==> config.mk <==
export PLATFORM = sky130hd
export DESIGN_NAME = eu_max_reduce
export DESIGN_NICKNAME = d
export VERILOG_FILES = /design/src/rtl/eu_max_reduce.sv
export SDC_FILE = /design/constraint.sdc
export NUM_CORES = 1
export LEC_CHECK = 0
export BUFFER_PORTS_ARGS = -buffer_cell sky130_fd_sc_hd__buf_4
export CORE_MARGIN = 4
export CORE_UTILIZATION = 40
export CTS_BUF_LIST = sky130_fd_sc_hd__clkbuf_8
export DETAILED_ROUTE_END_ITERATION = 8
export GPL_TIMING_DRIVEN = 0
export PLACE_DENSITY = 0.69
export SLEW_MARGIN = 20
export SYNTH_ARGS = -nofsm -noshare
export SYNTH_HDL_FRONTEND = slang
export SYNTH_SLANG_ARGS = --single-unit
==> constraint.sdc <==
create_clock -name clk -period 10.3 [get_ports clk]
set_input_delay 0.515 -clock clk [delete_from_list [all_inputs] [get_ports clk]]
set_output_delay 0.515 -clock clk [all_outputs]
set_load 0.02 [all_outputs]
==> src/rtl/eu_max_reduce.sv <==
// Streaming max/min/argmax reduction over LANES-wide beats for the softmax path.
// Result is registered and held until consumed; a new vector may open in the same cycle.
module eu_max_reduce #(
    parameter int DATA_WIDTH = 8,
    parameter int LANES      = 4,
    parameter int IDX_WIDTH  = 8
) (
    input  logic                          clk,
    input  logic                          rst_n,
    input  logic                          signed_mode,
    input  logic                          in_valid,
    output logic                          in_ready,
    input  logic [LANES*DATA_WIDTH-1:0]   in_data,
    input  logic                          in_last,
    output logic                          out_valid,
    input  logic                          out_ready,
    output logic [DATA_WIDTH-1:0]         out_max,
    output logic [DATA_WIDTH-1:0]         out_min,
    output logic [IDX_WIDTH-1:0]          out_idx,
    output logic                          out_ovf
);

    localparam int DW = DATA_WIDTH;
    localparam int IW = IDX_WIDTH;
    localparam logic [IW:0] STEP = (IW+1)'(LANES);

    typedef enum logic [1:0] {
        IDLE,
        ACC,
        HOLD
    } state_t;

    state_t state_q, state_d;

    logic [DW-1:0] acc_max_q, acc_max_d;
    logic [DW-1:0] acc_min_q, acc_min_d;
    logic [IW-1:0] acc_idx_q, acc_idx_d;
    logic [IW-1:0] base_q, base_d;
    logic          mode_q, mode_d;
    logic          wrap_q, wrap_d;
    logic          vovf_q, vovf_d;

    logic [DW-1:0] max_q, max_d;
    logic [DW-1:0] min_q, min_d;
    logic [IW-1:0] idx_q, idx_d;
    logic          ovf_q, ovf_d;

    logic          take;
    logic          first;
    logic          cur_mode;
    logic [IW-1:0] cur_base;
    logic [DW-1:0] b_max, b_min, lane;
    logic [IW-1:0] b_lane, b_idx;
    logic [IW-1:0] base_nxt;
    logic          carry;

    function automatic logic gt(input logic [DW-1:0] a,
                                input logic [DW-1:0] b,
                                input logic          sgn);
        if (sgn) return $signed(a) > $signed(b);
        return a > b;
    endfunction

    assign out_valid = (state_q == HOLD);
    assign in_ready  = rst_n && (!out_valid || out_ready);
    assign take      = in_valid && in_ready;
    assign first     = (state_q != ACC);
    assign out_max   = max_q;
    assign out_min   = min_q;
    assign out_idx   = idx_q;
    assign out_ovf   = ovf_q;

    // Lane reduction; strict compare keeps the lowest lane on max ties.
    always_comb begin
        cur_mode = first ? signed_mode : mode_q;
        cur_base = first ? '0 : base_q;
        b_max    = in_data[0 +: DW];
        b_min    = in_data[0 +: DW];
        b_lane   = '0;
        lane     = '0;
        for (int k = 1; k < LANES; k++) begin
            lane = in_data[k*DW +: DW];
            if (gt(lane, b_max, cur_mode)) begin
                b_max  = lane;
                b_lane = IW'(k);
            end
            if (gt(b_min, lane, cur_mode)) begin
                b_min = lane;
            end
        end
        b_idx = cur_base + b_lane;
        {carry, base_nxt} = {1'b0, cur_base} + STEP;
    end

    always_comb begin
        acc_max_d = acc_max_q;
        acc_min_d = acc_min_q;
        acc_idx_d = acc_idx_q;
        base_d    = base_q;
        mode_d    = mode_q;
        wrap_d    = wrap_q;
        vovf_d    = vovf_q;
        max_d     = max_q;
        min_d     = min_q;
        idx_d     = idx_q;
        ovf_d     = ovf_q;
        if (take) begin
            base_d = base_nxt;
            if (first) begin
                acc_max_d = b_max;
                acc_min_d = b_min;
                acc_idx_d = b_idx;
                mode_d    = signed_mode;
                wrap_d    = carry;
                vovf_d    = 1'b0;
                ovf_d     = 1'b0;
            end else begin
                if (gt(b_max, acc_max_q, mode_q)) begin
                    acc_max_d = b_max;
                    acc_idx_d = b_idx;
                end
                if (gt(acc_min_q, b_min, mode_q)) begin
                    acc_min_d = b_min;
                end
                // A beat arriving after the counter wrapped means overflow.
                wrap_d = wrap_q | carry;
                vovf_d = vovf_q | wrap_q;
            end
            if (in_last) begin
                max_d = acc_max_d;
                min_d = acc_min_d;
                idx_d = acc_idx_d;
                ovf_d = vovf_d;
            end
        end
    end

    always_comb begin
        state_d = state_q;
        unique case (state_q)
            IDLE: begin
                if (take) state_d = in_last ? HOLD : ACC;
            end
            ACC: begin
                if (take && in_last) state_d = HOLD;
            end
            HOLD: begin
                if (out_ready) begin
                    if (take) state_d = in_last ? HOLD : ACC;
                    else      state_d = IDLE;
                end
            end
            default: state_d = IDLE;
        endcase
    end

    always_ff @(posedge clk or negedge rst_n) begin
        if (!rst_n) begin
            state_q   <= IDLE;
            acc_max_q <= '0;
            acc_min_q <= '0;
            acc_idx_q <= '0;
            base_q    <= '0;
            mode_q    <= 1'b0;
            wrap_q    <= 1'b0;
            vovf_q    <= 1'b0;
            max_q     <= '0;
            min_q     <= '0;
            idx_q     <= '0;
            ovf_q     <= 1'b0;
        end else begin
            state_q   <= state_d;
            acc_max_q <= acc_max_d;
            acc_min_q <= acc_min_d;
            acc_idx_q <= acc_idx_d;
            base_q    <= base_d;
            mode_q    <= mode_d;
            wrap_q    <= wrap_d;
            vovf_q    <= vovf_d;
            max_q     <= max_d;
            min_q     <= min_d;
            idx_q     <= idx_d;
            ovf_q     <= ovf_d;
        end
    end

endmodule

==> results of run 1 <==
## through the flow
step	cell area [um2]	hold slack (ns)	worst slack (ns)	util (%)
floorplan	5490	0.219	2.52	-
global placement	6190	0.468	1.35	46.4
detailed placement	6190	0.476	1.24	46.4
CTS	6370	0.274	1.60	47.7
global route	6370	0.319	0.789	47.7
finish	6370	0.245	1.50	47.7
## synthesized netlist by cell type (all sizes together) (12+ instances only)
cell type | count | area, um2
a21o | 19 | 143
inv | 53 | 199
dfrtp | 62 | 1550
a21oi | 38 | 194
nand2 | 49 | 184
mux2i | 40 | 548
nor2 | 39 | 146
and2 | 12 | 75.1
o31ai | 16 | 120
o21ai | 26 | 130
ha | 67 | 838
mux2 | 25 | 308
clkbuf | 16 | 62.6
## per-layer routing
layer | vias up | track usage [%]
met2 | 137 | 29.2
met4 | 0 | 7.33
met5 | - | 0
li1 | 2292 | -
met1 | 2220 | 24.2
met3 | 31 | 3.20
## worst min path at each step
| stage | start | endpoint | slack [ns] | depth (start not counted) |
|---|---|---|---|---|
| finish | rst_n | out_idx[7] | 0.24 | 1 |
| global route | rst_n | out_idx[7] | 0.32 | 1 |
| CTS | rst_n | out_idx[6] | 0.27 | 1 |
| detailed placement | out_idx[5] | out_idx[5] | 0.48 | 2 |
| global placement | out_idx[3] | out_idx[3] | 0.47 | 2 |
| floorplan | rst_n | acc_idx_q[0] | 0.22 | 0 |
## registers in the layout, indices dropped and copies added (netlist names)
| signal | flops |
|---|---|
| acc_idx_q | 8 |
| acc_max_q | 8 |
| acc_min_q | 8 |
| base_q | 8 |
| mode_q | 1 |
| out_idx | 8 |
| out_max | 8 |
| out_min | 8 |
| out_ovf | 1 |
| state_q | 2 |
| vovf_q | 1 |
| wrap_q | 1 |
## power breakdown
part,internal (W),switching (W),leakage [nW]
sequential,0.000324,0.0000597,0.780
combinational,0.000430,0.000536,2.25
clock,0.0000929,0.000100,0.0899
total,0.000847,0.000697,3.12
## kinds of logic after synthesis
| kind of cell | count (synthesis) |
|---|---|
| AO/OA/AOI/OAI | 156 |
| AND/OR/NAND/NOR | 154 |
| buffers and inverters | 79 |
| adder cells (fa/ha/maj) | 68 |
| multiplexers | 65 |
| flip-flops | 62 |
| XOR/XNOR | 6 |
## cell type report
cell class,instances,share of cell area (%)
clock buffers,10,2.16
repair buffers,64,7.55
clock inverters,6,0.590
well taps,176,3.46
inverters,53,3.13
plain buffers,26,2.18
flip-flops and latches,62,24.4
multi-input cells,449,56.6
==> results.toml, run 1 <==
[status]
status = "finished clean"

[worst_setup_path]
start_kind = "primary input"
cp-end-kind = "flip-flop"
slowest_stage = "nor3_2"
crit_end = "acc_idx_q[1]"
worstPathBufferInverterCount = 7
reg2reg_depth = 32
rr_startpoint = "state_q[0]"
worstSetupPathType = "primary input to flip-flop"
cp_top_family = "compound AO/OA/AOI/OAI gates"
path_depth = 34
max_stage_delay_ns = 0.66
worstReg2RegEnd = "acc_idx_q[1]"
critPathMostFrequentCell = "ha_1"
cp.required_ns = 10.53
cp_max_fo = 10
crit_arrival_ns = 9.03
crit_start = "in_data[7]"
reg2reg_slack_ns = 1.54

[timing]
slew_viol_final = 0
slew_headroom_pct = 46.9
skew_ns = 0.0130
rsz0062_at_grt = "false"
finalCritPeriodShare_pct = 85.4
fin_crit_ns = 8.80
fin_tns_setup_ns = 0
final-hold-violation-count = 0
fmax_ghz = 0.114
worstMarginPinSlew_ns = 0.792
setup_viol = 0

[layout]
area_delta_synth_final_pct = 16.0
stdcell_count = 846
most-common-layout-cells = "buf_4 (67), ha_1 (67), dfrtp_1 (62), inv_1 (54), nand2_1 (49)"
layout-drive-gt1-share_pct = 20.9
nets = 771
diodes = 0
fill_cells = 1301
seq_area_um2 = 1550
multi_input_area_um2 = 3600

[clock_tree]
cts-root-buf = "clkbuf_8"
clk_pin_slew_worst_paths_ns = 0.07
cts_htree_levels = 3
ctsResizeCount = 0
cts_sinks = 62
cts-buffers-inserted = 9
cts_max_path_buffers = 2
clock_latency_ns = 0.35
cts_tree = "done"
post_cts_buffers = 0
holdBufCountCts = 0

[synthesis]
muxShareOfSynthArea_pct = 15.6
yosysSeqAreaShare_pct = 28.3
synth_cell_types = 66
syn_inst = 590
synthArstFlopShare_pct = 100
syn_area_um2 = 5490
synth_compound_gate_area_share_pct = 18.9
syn_avg_cell_area_um2 = 9.31
synth_flop_cell = "dfrtp_1"
synth_edf_count = 0
synthAdderAreaFrac_pct = 15.6
synth_xor_area_share_pct = 0.957
synth_simple_gate_area_share_pct = 14.5
synth_seq_cells = 62
synth_top_family_by_area = "compound AO/OA/AOI/OAI gates"
ys_warn_count = 0
syn_nets = 696

[route]
dr_total_vias = 4680
first_pass_iters = 5
met2_length_um = 6480
drt_iter0_drc = 320
wl_per_cell_um = 16.7
avgViaCountPerCell = 5.53
wirelength_met1_um = 6560
ant_nets = 0
routed_wl_um = 14100
top_layer = "met4"
dr_wl_met3_um = 685
route.detailed.drc = 0

[power_and_ir_drop]
ir_worst_vdd_mv = 0.0984
power.total_w = 0.00154
p_per_area_nw_per_um2 = 242
leakage_nw = 3.12

[placement]
dpl.hpwl_um = 11400
gp_congestion = 0.897
io_buffers = 64
dp_cells = 830

[floorplanning]
design.die.area_um2 = 15700
initial_utilization_pct = 41.1
die_w_um = 125
ioPinCount = 65
die_h_um = 125
placementRows = 42
core_area_um2 = 13300

[grt]
grt_usage_pct = 18.1
grt_max_degree = 64
antenna_found_initial = 0
grt_pass1_vias = 4663
grt_pass1_wl_um = 23400
overflow = 0

[min_path]
hp-class = "primary input to asynchronous set/reset pin"

[run]
drv_cap = 0
No activity file was read; power rests on OpenSTA's default activity.
==> inputs of run 2 (changes only) <==
- BUFFER_PORTS_ARGS: -buffer_cell sky130_fd_sc_hd__buf_4 -> not set
- DONT_BUFFER_PORTS: not set -> 1
- PLACE_DENSITY: 0.69 -> 0.65
==> results.toml, run 2 (synthesis gave the netlist of run 1 again) <==
[layout]
diodes = 0
most-common-layout-cells = "ha_1 (67), dfrtp_1 (62), inv_1 (54), nand2_1 (49), nor2_1 (39)"
area_delta_synth_final_pct = 7.98
layout-drive-gt1-share_pct = 12.7
nets = 708
fill_cells = 1334
final_common_cell = "ha_1"

[timing]
final-hold-violation-count = 0
rsz0062_at_grt = "false"
finalCritPeriodShare_pct = 86.6
slew_viol_final = 0
slew_headroom_pct = 45.8
skew_ns = 0.00907
worstMarginPinSlew_ns = 0.809
setup_viol = 0
fin_tns_setup_ns = 0
whs_ns = 0.0460
fin_crit_ns = 8.92
fmax_ghz = 0.112

[grt]
grt_pass1_wl_um = 22800
grt_usage_pct = 18.1
grt_max_degree = 63
grt_pass1_vias = 4265
overflow = 0
antenna_found_initial = 0

[clock_tree]
clock_latency_ns = 0.35
holdBufCountCts = 1
ctsResizeCount = 0
cts-root-buf = "clkbuf_8"
cts_max_path_buffers = 2
post_cts_buffers = 0
clk_pin_slew_worst_paths_ns = 0.08
cts-buffers-inserted = 9
cts_sinks = 62
cts_tree = "done"
cts_htree_levels = 3

[floorplanning]
initial_utilization_pct = 41.1
die_w_um = 125
ioPinCount = 65
core_area_um2 = 13300
placementRows = 42
die_h_um = 125
design.die.area_um2 = 15700

[worst_setup_path]
max_stage_delay_ns = 0.47
crit_end = "out_max[4]"
slowest_stage = "mux2i_1"
cp_max_fo = 10
crit_start = "state_q[0]"
rr_startpoint = "state_q[0]"
reg2reg_slack_ns = 1.38
reg2reg_depth = 35
worstReg2RegEnd = "out_max[4]"
start_kind = "flip-flop"
cp-end-kind = "flip-flop"
crit_arrival_ns = 9.17
cp.required_ns = 10.55
worstSetupPathType = "flip-flop to flip-flop"

[power_and_ir_drop]
power_switching_w = 0.000685
leakage_nw = 2.83
power_frac_seq_pct = 29.1
combPwrFrac_pct = 56.7
p_int_w = 0.000811
power_switching_share_pct = 45.8
ir_worst_vdd_mv = 0.0959
power.share.clock_pct = 14.3
p_per_area_nw_per_um2 = 252

[route]
wl_per_cell_um = 18.4
route.detailed.drc = 0
routed_wl_um = 14400
avgViaCountPerCell = 5.58
dr_total_vias = 4366
first_pass_iters = 5
ant_nets = 0
drt_iter0_drc = 345

[min_path]
hp-class = "primary input to asynchronous set/reset pin"

[placement]
dpl.hpwl_um = 11500
io_buffers = 0
gp_congestion = 0.951

[status]
status = "finished clean"

[run]
drv_cap = 0
run 2: changes by cell type in the layout (fill, tap and decap cells not counted), sizes merged:
cell | previous run | this run
buf | 74 | 11
inv | 55 | 54
bufinv | 0 | 1
clkinvlp | 2 | 0
clkbuf | 26 | 25
clkinv | 2 | 5
run 2: through the flow:
stage | worst slack, ns | util (%) | total power [W] | cell area (um2) | cells
finish | 1.38 | 44.4 | 0.00150 | 5930 | 783
global route | 0.886 | 44.4 | 0.00162 | 5930 | 783
CTS | 1.43 | 44.4 | 0.00150 | 5930 | 783
detailed placement | 1.20 | 42.8 | 0.00128 | 5710 | 766
global placement | 1.36 | 42.8 | 0.00126 | 5710 | 766
floorplan | 2.52 | - | 0.00108 | 5490 | 590
run 2: worst max-delay path: cells and delay by family, from the launching register on:
kind | cells | cell delay, ns
adder cells (fa/ha/maj) | 3 | 0.96
multiplexers | 5 | 1.98
buffers and inverters | 7 | 1.59
AND/OR/NAND/NOR | 7 | 1.00
AO/OA/AOI/OAI | 13 | 2.80
flip-flops | 1 | 0.45
run 2: power groups by stage:
stage / clock network (W) / registers [W] / logic, W
3_5_place_dp: 0 / 0.000442 / 0.000838
5_1_grt: 0.000228 / 0.000447 / 0.000950
2_1_floorplan: 0 / 0.000419 / 0.000666
3_3_place_gp: 0 / 0.000439 / 0.000820
6_report: 0.000213 / 0.000435 / 0.000847
4_1_cts: 0.000219 / 0.000437 / 0.000847
run 2: final cells by class:
cell class / instances / area (um2) / share of cell area, %
buffer: 26 / 139 / 2.34
clock buffer: 9 / 124 / 2.09
clock inverter: 7 / 66.3 / 1.12
inverter: 53 / 199 / 3.36
multi-input combinational: 449 / 3600 / 60.7
sequential: 62 / 1550 / 26.2
tap: 176 / 220 / 3.71
timing repair buffer: 1 / 27.5 / 0.464
run 2: layer usage:
| layer | part of all wire (%) | GRT usage, % |
|---|---|---|
| met1 | 46 | 24.0 |
| met2 | 47 | 30.0 |
| met3 | 5.8 | 3.88 |
| met4 | 1.6 | 4.91 |
| met5 | 0 | 0 |
run 2: worst min-delay path by stage:
stage | start | to | slack (ns) | depth (start not counted)
finish | rst_n | acc_idx_q[5] | 0.05 | 1
global route | rst_n | acc_idx_q[5] | 0.06 | 1
CTS | rst_n | acc_max_q[7] | 0.04 | 1
global placement | rst_n | out_idx[7] | 0.22 | 0
detailed placement | rst_n | out_idx[7] | 0.22 | 0
floorplan | rst_n | acc_idx_q[0] | 0.22 | 0
==> inputs of run 3 (changes only) <==
- PLACE_DENSITY: 0.65 -> 0.55
==> results.toml, run 3 (synthesis gave the netlist of run 1 again) <==
[worst_setup_path]
rr_startpoint = "state_q[0]"
start_kind = "flip-flop"
cp.required_ns = 10.55
crit_arrival_ns = 8.97
cp_max_fo = 10
slowest_stage = "o41ai_1"
reg2reg_slack_ns = 1.58
max_stage_delay_ns = 0.44
worstReg2RegEnd = "out_max[3]"
cp_top_family = "compound AO/OA/AOI/OAI gates"
reg2reg_depth = 35
cp-end-kind = "flip-flop"
worstPathBufferInverterCount = 7
worstSetupPathType = "flip-flop to flip-flop"

[grt]
grt_usage_pct = 18.7
grt_pass1_wl_um = 23600
overflow = 0
grt_pass1_vias = 4458
antenna_found_initial = 0
grt_max_degree = 63

[layout]
fill_cells = 1333
final_common_cell = "ha_1"
layout-drive-gt1-share_pct = 12.7
area_delta_synth_final_pct = 8.59
multi_input_area_um2 = 3600
fin_util_pct = 44.7
most-common-layout-cells = "ha_1 (67), dfrtp_1 (62), inv_1 (54), nand2_1 (49), nor2_1 (39)"
nets = 708
seq_area_um2 = 1550
design_area_um2 = 5960
diodes = 0

[timing]
whs_ns = 0.0360
slew_headroom_pct = 45.7
rsz0062_at_grt = "false"
fmax_ghz = 0.115
fin_crit_ns = 8.72
fin_tns_setup_ns = 0
worstMarginPinSlew_ns = 0.810
final-hold-violation-count = 0
finalCritPeriodShare_pct = 84.7
setup_ws_ns = 1.58
slew_viol_final = 0
setup_viol = 0
skew_ns = 0.00823

[placement]
gp_congestion = 0.917
pre_cts_ws_ns = 1.31
io_buffers = 0
placed_cell_area_um2 = 5710
dpl.hpwl_um = 11600

[floorplanning]
die_w_um = 125
ioPinCount = 65
die_h_um = 125
placementRows = 42
design.die.area_um2 = 15700
initial_utilization_pct = 41.1
core_area_um2 = 13300

[power_and_ir_drop]
power.share.clock_pct = 16.1
combPwrFrac_pct = 55.4
p_int_w = 0.000842
p_per_area_nw_per_um2 = 256
power_switching_w = 0.000686
power_switching_share_pct = 44.9
leakage_nw = 2.85
ir_worst_vdd_mv = 0.0993
power_frac_seq_pct = 28.5

[status]
status = "finished clean"

[clock_tree]
holdBufCountCts = 1
cts_htree_levels = 3
post_cts_buffers = 0
cts-root-buf = "clkbuf_8"
ctsResizeCount = 0
cts_tree = "done"
cts_max_path_buffers = 2
cts-buffers-inserted = 9
cts_sinks = 62
clk_pin_slew_worst_paths_ns = 0.08
clock_latency_ns = 0.35

[route]
dr_total_vias = 4414
first_pass_iters = 5
route.detailed.drc = 0
ant_nets = 0
routed_wl_um = 14400
drt_iter0_drc = 276
avgViaCountPerCell = 5.64
wl_per_cell_um = 18.4

[min_path]
hp-class = "primary input to asynchronous set/reset pin"

[run]
drv_cap = 0
## run 3: cell count changes in the layout (fill, tap and decap cells not counted), sizes merged
| cell | change |
|---|---|
| clkinv | -2 |
| clkbuf | +1 |
| bufinv | +1 |
## run 3: area by class of cell
class	instances	area share (%)
inverters	53	3.34
plain buffers	26	2.33
flip-flops and latches	62	26.0
clock buffers	10	2.31
repair buffers	1	0.462
multi-input cells	449	60.4
clock inverters	6	1.45
well taps	176	3.69
## run 3: worst max path at each step
stage / depth (start not counted) / from / slack, ns / end
after floorplan: 33 / in_data[7] / 2.52 / acc_idx_q[0]
after global placement: 33 / in_data[7] / 1.44 / acc_idx_q[3]
after detailed placement: 33 / in_data[7] / 1.31 / acc_max_q[5]
after CTS: 35 / state_q[0] / 1.60 / out_max[3]
after global routing: 36 / state_q[0] / 0.96 / acc_min_q[0]
final: 35 / state_q[0] / 1.58 / out_max[3]
## run 3: metal layers
layer / share of wire, % / vias to the layer above / GRT usage, %
met5: 0 / - / 0
met4: 0.69 / 0 / 4.46
met3: 5.5 / 8 / 5.54
met2: 47 / 95 / 30.2
met1: 46 / 2148 / 24.8
li1: - / 2163 / -
## run 3: power by group through the flow
stage | Sequential [W] | Clock, W | Combinational (W)
after floorplan | 0.000419 | 0 | 0.000666
after global placement | 0.000438 | 0 | 0.000825
after detailed placement | 0.000440 | 0 | 0.000841
after CTS | 0.000436 | 0.000251 | 0.000850
after global routing | 0.000448 | 0.000266 | 0.000953
final | 0.000435 | 0.000246 | 0.000847
## run 3: stage by stage
step                power (W)  instances
floorplan             0.00108        590
global placement      0.00126        766
detailed placement    0.00128        766
CTS                   0.00154        783
global route          0.00167        783
finish                0.00153        783
